==> src/rtl/rs_drv_pkg.sv <==
// rs_drv_pkg: state encoding, op codes and sizing helper shared by rs_latch_driver
package rs_drv_pkg;
   typedef enum logic [2:0] {IDLE, SETUP, PULSE, HOLD, CHECK} state_t;
   localparam logic OP_SET   = 1'b1;
   localparam logic OP_RESET = 1'b0;
   function automatic int max3(input int a, input int b, input int c);
      return (a > b) ? ((a > c) ? a : c) : ((b > c) ? b : c);
   endfunction
endpackage

==> src/rtl/rs_drv_timer.sv <==
// rs_drv_timer: loadable down-counter that times each write phase
module rs_drv_timer #(
   parameter int W = 2
) (
   input  logic         clk,
   input  logic         reset,
   input  logic         load,
   input  logic [W-1:0] load_val,
   output logic [W-1:0] value,
   output logic         zero
);
   always_ff @(posedge clk)
      if (reset) value <= '0;
      else if (load) value <= load_val;
      else if (value != '0) value <= value - 1'b1;
   assign zero = (value == '0);
endmodule

==> src/rtl/rs_latch_driver.sv <==
// rs_latch_driver: safe R/S/Enable sequencer for a gated RS latch
// Feedback verification is built only when RS_DRV_VERIFY_EN is defined.
module rs_latch_driver
   import rs_drv_pkg::*;
#(
   parameter int SETUP_CYCLES = 1,
   parameter int PULSE_CYCLES = 2,
   parameter int HOLD_CYCLES  = 1
) (
   input  logic clk,
   input  logic reset,
   input  logic req_valid,
   input  logic req_op,
   output logic req_ready,
   output logic R,
   output logic S,
   output logic Enable,
   input  logic Q_fb,
   input  logic Q_pr_fb,
   output logic busy,
   output logic done,
   output logic error,
   input  logic err_clr
);
   localparam int CW = $clog2(max3(SETUP_CYCLES, PULSE_CYCLES, HOLD_CYCLES) + 1);
   state_t state, nxt;
   logic op, op_nxt, load, zero, drive;
   logic [CW-1:0] load_val, cnt_unused;
   rs_drv_timer #(.W(CW)) u_timer (
      .clk(clk),
      .reset(reset),
      .load(load),
      .load_val(load_val),
      .value(cnt_unused),
      .zero(zero)
   );
   always_comb begin
      nxt = state;
      case (state)
         IDLE:    nxt = req_valid ? SETUP : IDLE;
         SETUP:   nxt = zero ? PULSE : SETUP;
         PULSE:   nxt = zero ? HOLD : PULSE;
         HOLD:    nxt = zero ? CHECK : HOLD;
         CHECK:   nxt = IDLE;
         default: nxt = IDLE;
      endcase
      op_nxt   = (state == IDLE && req_valid) ? req_op : op;
      load     = nxt != state;
      load_val = nxt == SETUP ? CW'(SETUP_CYCLES - 1) :
                 nxt == PULSE ? CW'(PULSE_CYCLES - 1) :
                 nxt == HOLD  ? CW'(HOLD_CYCLES - 1)  : '0;
      drive    = nxt inside {SETUP, PULSE, HOLD};
   end
   // outputs are registered from the next state so they line up with the state they describe
   always_ff @(posedge clk)
      if (reset) begin
         state     <= IDLE;
         op        <= OP_RESET;
         req_ready <= 1'b1;
         R         <= 1'b0;
         S         <= 1'b0;
         Enable    <= 1'b0;
         busy      <= 1'b0;
         done      <= 1'b0;
      end else begin
         state     <= nxt;
         op        <= op_nxt;
         req_ready <= nxt == IDLE;
         R         <= drive && op_nxt == OP_RESET;
         S         <= drive && op_nxt == OP_SET;
         Enable    <= nxt == PULSE;
         busy      <= nxt != IDLE;
         done      <= nxt == CHECK;
      end
`ifdef RS_DRV_VERIFY_EN
   logic mismatch;
   assign mismatch = (Q_fb != op) || (Q_pr_fb == Q_fb);
   // a fresh mismatch beats a simultaneous clear
   always_ff @(posedge clk)
      if (reset) error <= 1'b0;
      else if (state == CHECK && mismatch) error <= 1'b1;
      else if (err_clr) error <= 1'b0;
`else
   logic fb_unused;
   assign fb_unused = ^{Q_fb, Q_pr_fb, err_clr};
   assign error = 1'b0;
`endif
endmodule

==> config.mk <==
export PLATFORM = sky130hd
export DESIGN_NAME = rs_latch_driver
export DESIGN_NICKNAME = d
export VERILOG_FILES = /design/src/rtl/rs_drv_pkg.sv /design/src/rtl/rs_drv_timer.sv /design/src/rtl/rs_latch_driver.sv
export SDC_FILE = /design/constraint.sdc
export NUM_CORES = 1
export LEC_CHECK = 0
export ABC_CLOCK_PERIOD_IN_PS = 2900
export CAP_MARGIN = 20
export CORE_AREA = 2 2 39 41
export DETAILED_ROUTE_END_ITERATION = 7
export DIE_AREA = 0 0 41 43
export DONT_BUFFER_PORTS = 1
export PLACE_DENSITY = 0.64
export SYNTH_ARGS = -nofsm -noshare
export SYNTH_HDL_FRONTEND = slang
export SYNTH_SLANG_ARGS = --single-unit
==> constraint.sdc <==
create_clock -name clk -period 2.9 [get_ports clk]
set_input_delay 0.29 -clock clk [delete_from_list [all_inputs] [get_ports clk]]
set_output_delay 0.29 -clock clk [all_outputs]
set_load 0.03 [all_outputs]
[After elaboration in Yosys (flattened, before gate mapping)]
Cells that the tools add are included.
W data, S select, Z words.
Operators by class
  eq/ne operators: 8
  order comparisons: 0
  bitwise operators: 1
  divide/modulo/power cells: 0
  mux-type cells: 10
  multiply operators: 0
  reductions and logical operators: 10
  shift operators: 0
  add/sub/neg operators: 1
Operator list (number)
  $eq A3 B2 Y1 const B: 4
  $pmux W3 S4: 1
  $eq A3 B1 Y1 const B: 2
  $logic_not A3 Y1: 2
  $mux W2: 3
  $reduce_bool A3 Y1: 2
  $mux W1: 5
  $reduce_bool A2 Y1: 2
  $eq A3 B3 Y1 const B: 1
  $logic_and A1 B1 Y1: 3
  $mux W3: 1
  $ne A3 B3 Y1: 1
  $logic_not A2 Y1: 1
  $sub A2 B1 Y2 const B: 1
  $not A1 Y1: 1
Storage, ports and cells
  memory bits (writable): 0
  bits of input ports: 7
  memories: 0
  latch bits: 0
  ROM bits: 0
  register bits: 12

[Depth between registers and ports, before layout]
  word-level depth: 7
  depth in mapped cells: 6
  mapped depth without buffers: 5

[Modules after synthesis]
Synthesis repeated with hierarchy kept, for this count alone.
Second synthesis, totals
  cell total of the unflattened synthesis: 53
  area, all modules: 508.0 um2
Modules (own cells, without submodules)
  rs_latch_driver: cells each 41, times used 1, sequential area each 200.2 um2, area each 386.6 um2
  rs_drv_timer: cells each 12, times used 1, sequential area each 40.0 um2, area each 121.4 um2

[Worst setup path after synthesis]
OpenSTA, ideal clock, no wires.
  kind: register to register
  start point: register u_timer.value[0]
  end point: register state[0]
  data required time: 2.782 ns
  data arrival time: 1.142 ns
  setup slack: 1.641 ns
  stages on the path, launching flop included: 7
  setup time: 0.118 ns
  path through: dfxtp_1 > inv_1 > ha_1 > clkbuf_1 > mux2_2 > o21ai_0 > nor2_1
Between the ends
  longest elaborated chain between the ends: 3
  elaborated cells between the ends (all ways): 5
  those cells by class: mux (4); reduce/logical (1)
Ends and longest elaborated chain
  start, declared: line rs_drv_timer.sv:9  | output logic [W-1:0] value,
  start signal, assigned: line rs_drv_timer.sv:14  | else if (load) value <= load_val;
  start signal, assigned: line rs_drv_timer.sv:15  | else if (value != '0) value <= value - 1'b1;
  $logic_not A2 Y1 *: line rs_drv_timer.sv:16  | assign zero = (value == '0);
  $mux W3 (tied with other cells): line rs_latch_driver.sv:43  | HOLD: nxt = zero ? CHECK : HOLD;
  $pmux W3 S4 *: line rs_latch_driver.sv:39  | case (state)
  end signal, assigned: line rs_latch_driver.sv:66  | state <= nxt;
  end, declared: line rs_latch_driver.sv:26  | state_t state, nxt;
Mark *: on every way between the ends. The rest lies on a longest branch, timed or not.
A chain may end at the register's enable or synchronous reset.

[Worst setup path after layout]
  start point: register state[1]
  end point: register R
Between the ends
  longest elaborated chain between the ends: 5
  elaborated cells between the ends (all ways): 13
  those cells by class: eq/ne (6); mux (2); bitwise (1); reduce/logical (4)
Ends and longest elaborated chain
  $eq A3 B2 Y1 (tied with other cells): line rs_latch_driver.sv:39
  $pmux W3 S4 / $logic_and A1 B1 Y1 (equally long branches): line rs_latch_driver.sv:39, rs_latch_driver.sv:47
  $eq A3 B1 Y1 (tied with other cells): line rs_latch_driver.sv:52  | drive = nxt inside {SETUP, PULSE, HOLD};
  $reduce_bool A3 Y1 / $not A1 Y1 (equally long branches): line rs_latch_driver.sv:52, rs_latch_driver.sv:69
  $logic_and A1 B1 Y1 *: line rs_latch_driver.sv:69  | R <= drive && op_nxt == OP_RESET;
  end signal, assigned: line rs_latch_driver.sv:60  | R <= 1'b0;
  end signal, assigned: line rs_latch_driver.sv:69
  end, declared: line rs_latch_driver.sv:15  | output logic R,
Marked as above.

==> flow_metrics.py <==
metrics = {
    "outcome": {
        "status": "completed",
    },
    "timing": {
        "period_needed_ps": 1330,
        "finalHoldViolCount": 0,
        "fin_skew_ps": 2.01,
        "rsz0062_at_grt": "no",
        "fmax_mhz": 750,
        "hold_ws_ps": 88.5,
        "drv_slew": 0,
        "setup_ws_ps": 1570,
        "period_share_pct": 46.0,
        "tns_ps": 0,
        "setup_violations": 0,
    },
    "die": {
        "rows": 14,
        "fp.dieArea_um2": 1760,
        "die_h_um": 43,
        "num_io_pins": 14,
        "core_area_um2": 1380,
        "initial_core_util_pct": 37.1,
        "die_w_um": 41,
    },
    "worst_setup_path": {
        "path_delay_family": "simple AND/OR/NAND/NOR gates",
        "start_kind": "flop",
        "cp.buffers_inverters": 0,
        "crit_fanout": 11,
        "crit_required_ps": 3110,
        "crit_type": "flop to flop",
        "end_kind": "flop",
        "slowest_stage": "dfxtp_1",
        "worstPathArrival_ps": 1540,
        "crit_chain": "nor4b_4 -> mux2i_1 -> and3_2",
        "slowest_delay_ps": 440,
    },
    "layout": {
        "antenna_cells": 0,
        "drive_gt1_share_pct": 23.5,
        "mostFrequentLayoutCells": "12 x dfxtp_1, 9 x nor2_1, 3 x inv_1, 3 x nand2b_1, 3 x clkbuf_4",
        "layoutNonFillerInstCount": 67,
        "fin_nets": 60,
        "syn_to_final_growth_pct": 4.63,
        "mostFrequentLayoutCell": "dfxtp_1",
    },
    "place": {
        "dp_slack_ps": 1590,
        "dpl.cell_count": 63,
        "gp_congestion": 0.633,
        "dp_hpwl_um": 536,
        "portBuffers": 0,
    },
    "logic_synthesis": {
        "synth_cells": 52,
        "syn-cell-area_um2": 513,
        "syn_nets": 60,
        "synth_area_per_cell_um2": 9.87,
        "synth_area_leaders": "dfxtp_1 47%, nor2_1 6.6%, nor4b_4 4.6%",
        "ys_ff_latch": 12,
        "synth.yosys.seq_area_share_pct": 46.8,
        "synth_top_area_share_pct": 46.8,
        "yosysWarnings": 0,
        "async_flop_share_pct": 0,
        "yosysTopAreaCell": "dfxtp_1",
        "synth_edf_count": 0,
        "ys.flop_type": "dfxtp_1",
        "ys_types": 25,
    },
    "clocking": {
        "cts_max_path_buffers": 2,
        "post_cts_buffers": 0,
        "clk_pin_slew_worst_paths_ps": 70,
        "htreeDepth": 1,
        "insertion_delay_ps": 260,
        "clkSinkCount": 12,
        "cts_resized": 0,
        "ctsHoldBuffers": 0,
        "cts_root_buffer": "clkbuf_4",
        "numCtsBuffers": 3,
        "cts_tree": "yes",
    },
    "drt": {
        "firstDrtPassIters": 2,
        "drtIter0Drc": 5,
        "antenna_left": 0,
        "wl_per_cell_um": 11.3,
        "drc": 0,
        "totalWireLength_um": 755,
        "num_vias": 316,
        "viasPerCell": 4.72,
    },
    "job": {
        "drv_cap": 0,
    },
    "global_route": {
        "grt_remaining_overflow": 0,
        "antenna_found_initial": 0,
        "grt_pass1_wl_mm": 1.19,
        "grt_pass1_vias": 288,
        "grt_max_degree": 12,
        "grt.total_usage_pct": 10.4,
    },
    "power_and_ir_drop": {
        "p_leak_nw": 0.214,
        "vdd_drop_max_v": 0.000333,
        "p_per_area_nw_per_um2": 1180,
    },
    "worst_hold_path": {
        "hold_path_class": "input port to flop",
    },
}
where the power goes:
group,total (W),internal (W),leakage (nW),switching (W)
clock,0.000128,0.0000762,0.0210,0.0000516
combinational,0.000196,0.0000972,0.0947,0.0000989
sequential,0.000311,0.000215,0.0988,0.0000959
cell usage after synthesis (all sizes together) (2+ instances only):
library cell / count
dfxtp: 12
inv: 3
nor2: 9
nand3: 2
and3: 2
a21oi: 2
buf: 4
nand2b: 3
per-stage QoR:
step,area (um^2),utilization [%],power (W)
global placement,500,36.2,0.000506
CTS,537,38.8,0.000643
detailed placement,500,36.2,0.000513
finish,537,38.8,0.000635
global route,537,38.8,0.000683
floorplan,513,-,0.000497
final timing paths:
path                                               startpoint                             to  slack, ps  depth (start not counted)
worst max register to register            state[1]$_SDFF_PP0_                   R$_SDFF_PP0_       1570                          3
worst min register to register  u_timer.value[1]$_SDFFE_PP0P_  u_timer.value[1]$_SDFFE_PP0P_        470                          2
worst max-delay path                      state[1]$_SDFF_PP0_                   R$_SDFF_PP0_       1570                          3
worst min-delay path                                    reset                  op$_SDFF_PP0_         90                          1
layer usage:
layer | vias to the layer above | GRT usage, % | wire (um)
met5 | - | 0 | 0
met4 | 0 | 10.0 | 22
met3 | 2 | 3.14 | 31
met2 | 8 | 12.5 | 338
met1 | 138 | 13.6 | 363
li1 | 168 | - | -
cell type report:
type | instances | area (um^2)
fill | 139 | 847
tap | 16 | 20.0
inverter | 3 | 11.3
clock buffer | 4 | 36.3
sequential | 12 | 240
multi-input combinational | 32 | 229
sequential cells by signal, indices dropped and copies added (netlist names):
register and flops:
req_ready 1, op 1, u_timer.value 2, done 1, S 1, busy 1, state 3, R 1
Enable 1
cell families after synthesis:
| logic type | synth area share, % |
|---|---|
| simple gates | 26.1 |
| flops | 46.8 |
| xor+xnor | 1.71 |
| compound gates | 9.51 |
| other cells | 0.731 |
| mux | 4.15 |
| fa+ha+maj | 2.44 |
| buf+inv | 8.54 |
(Power assumes the default switching activity.)
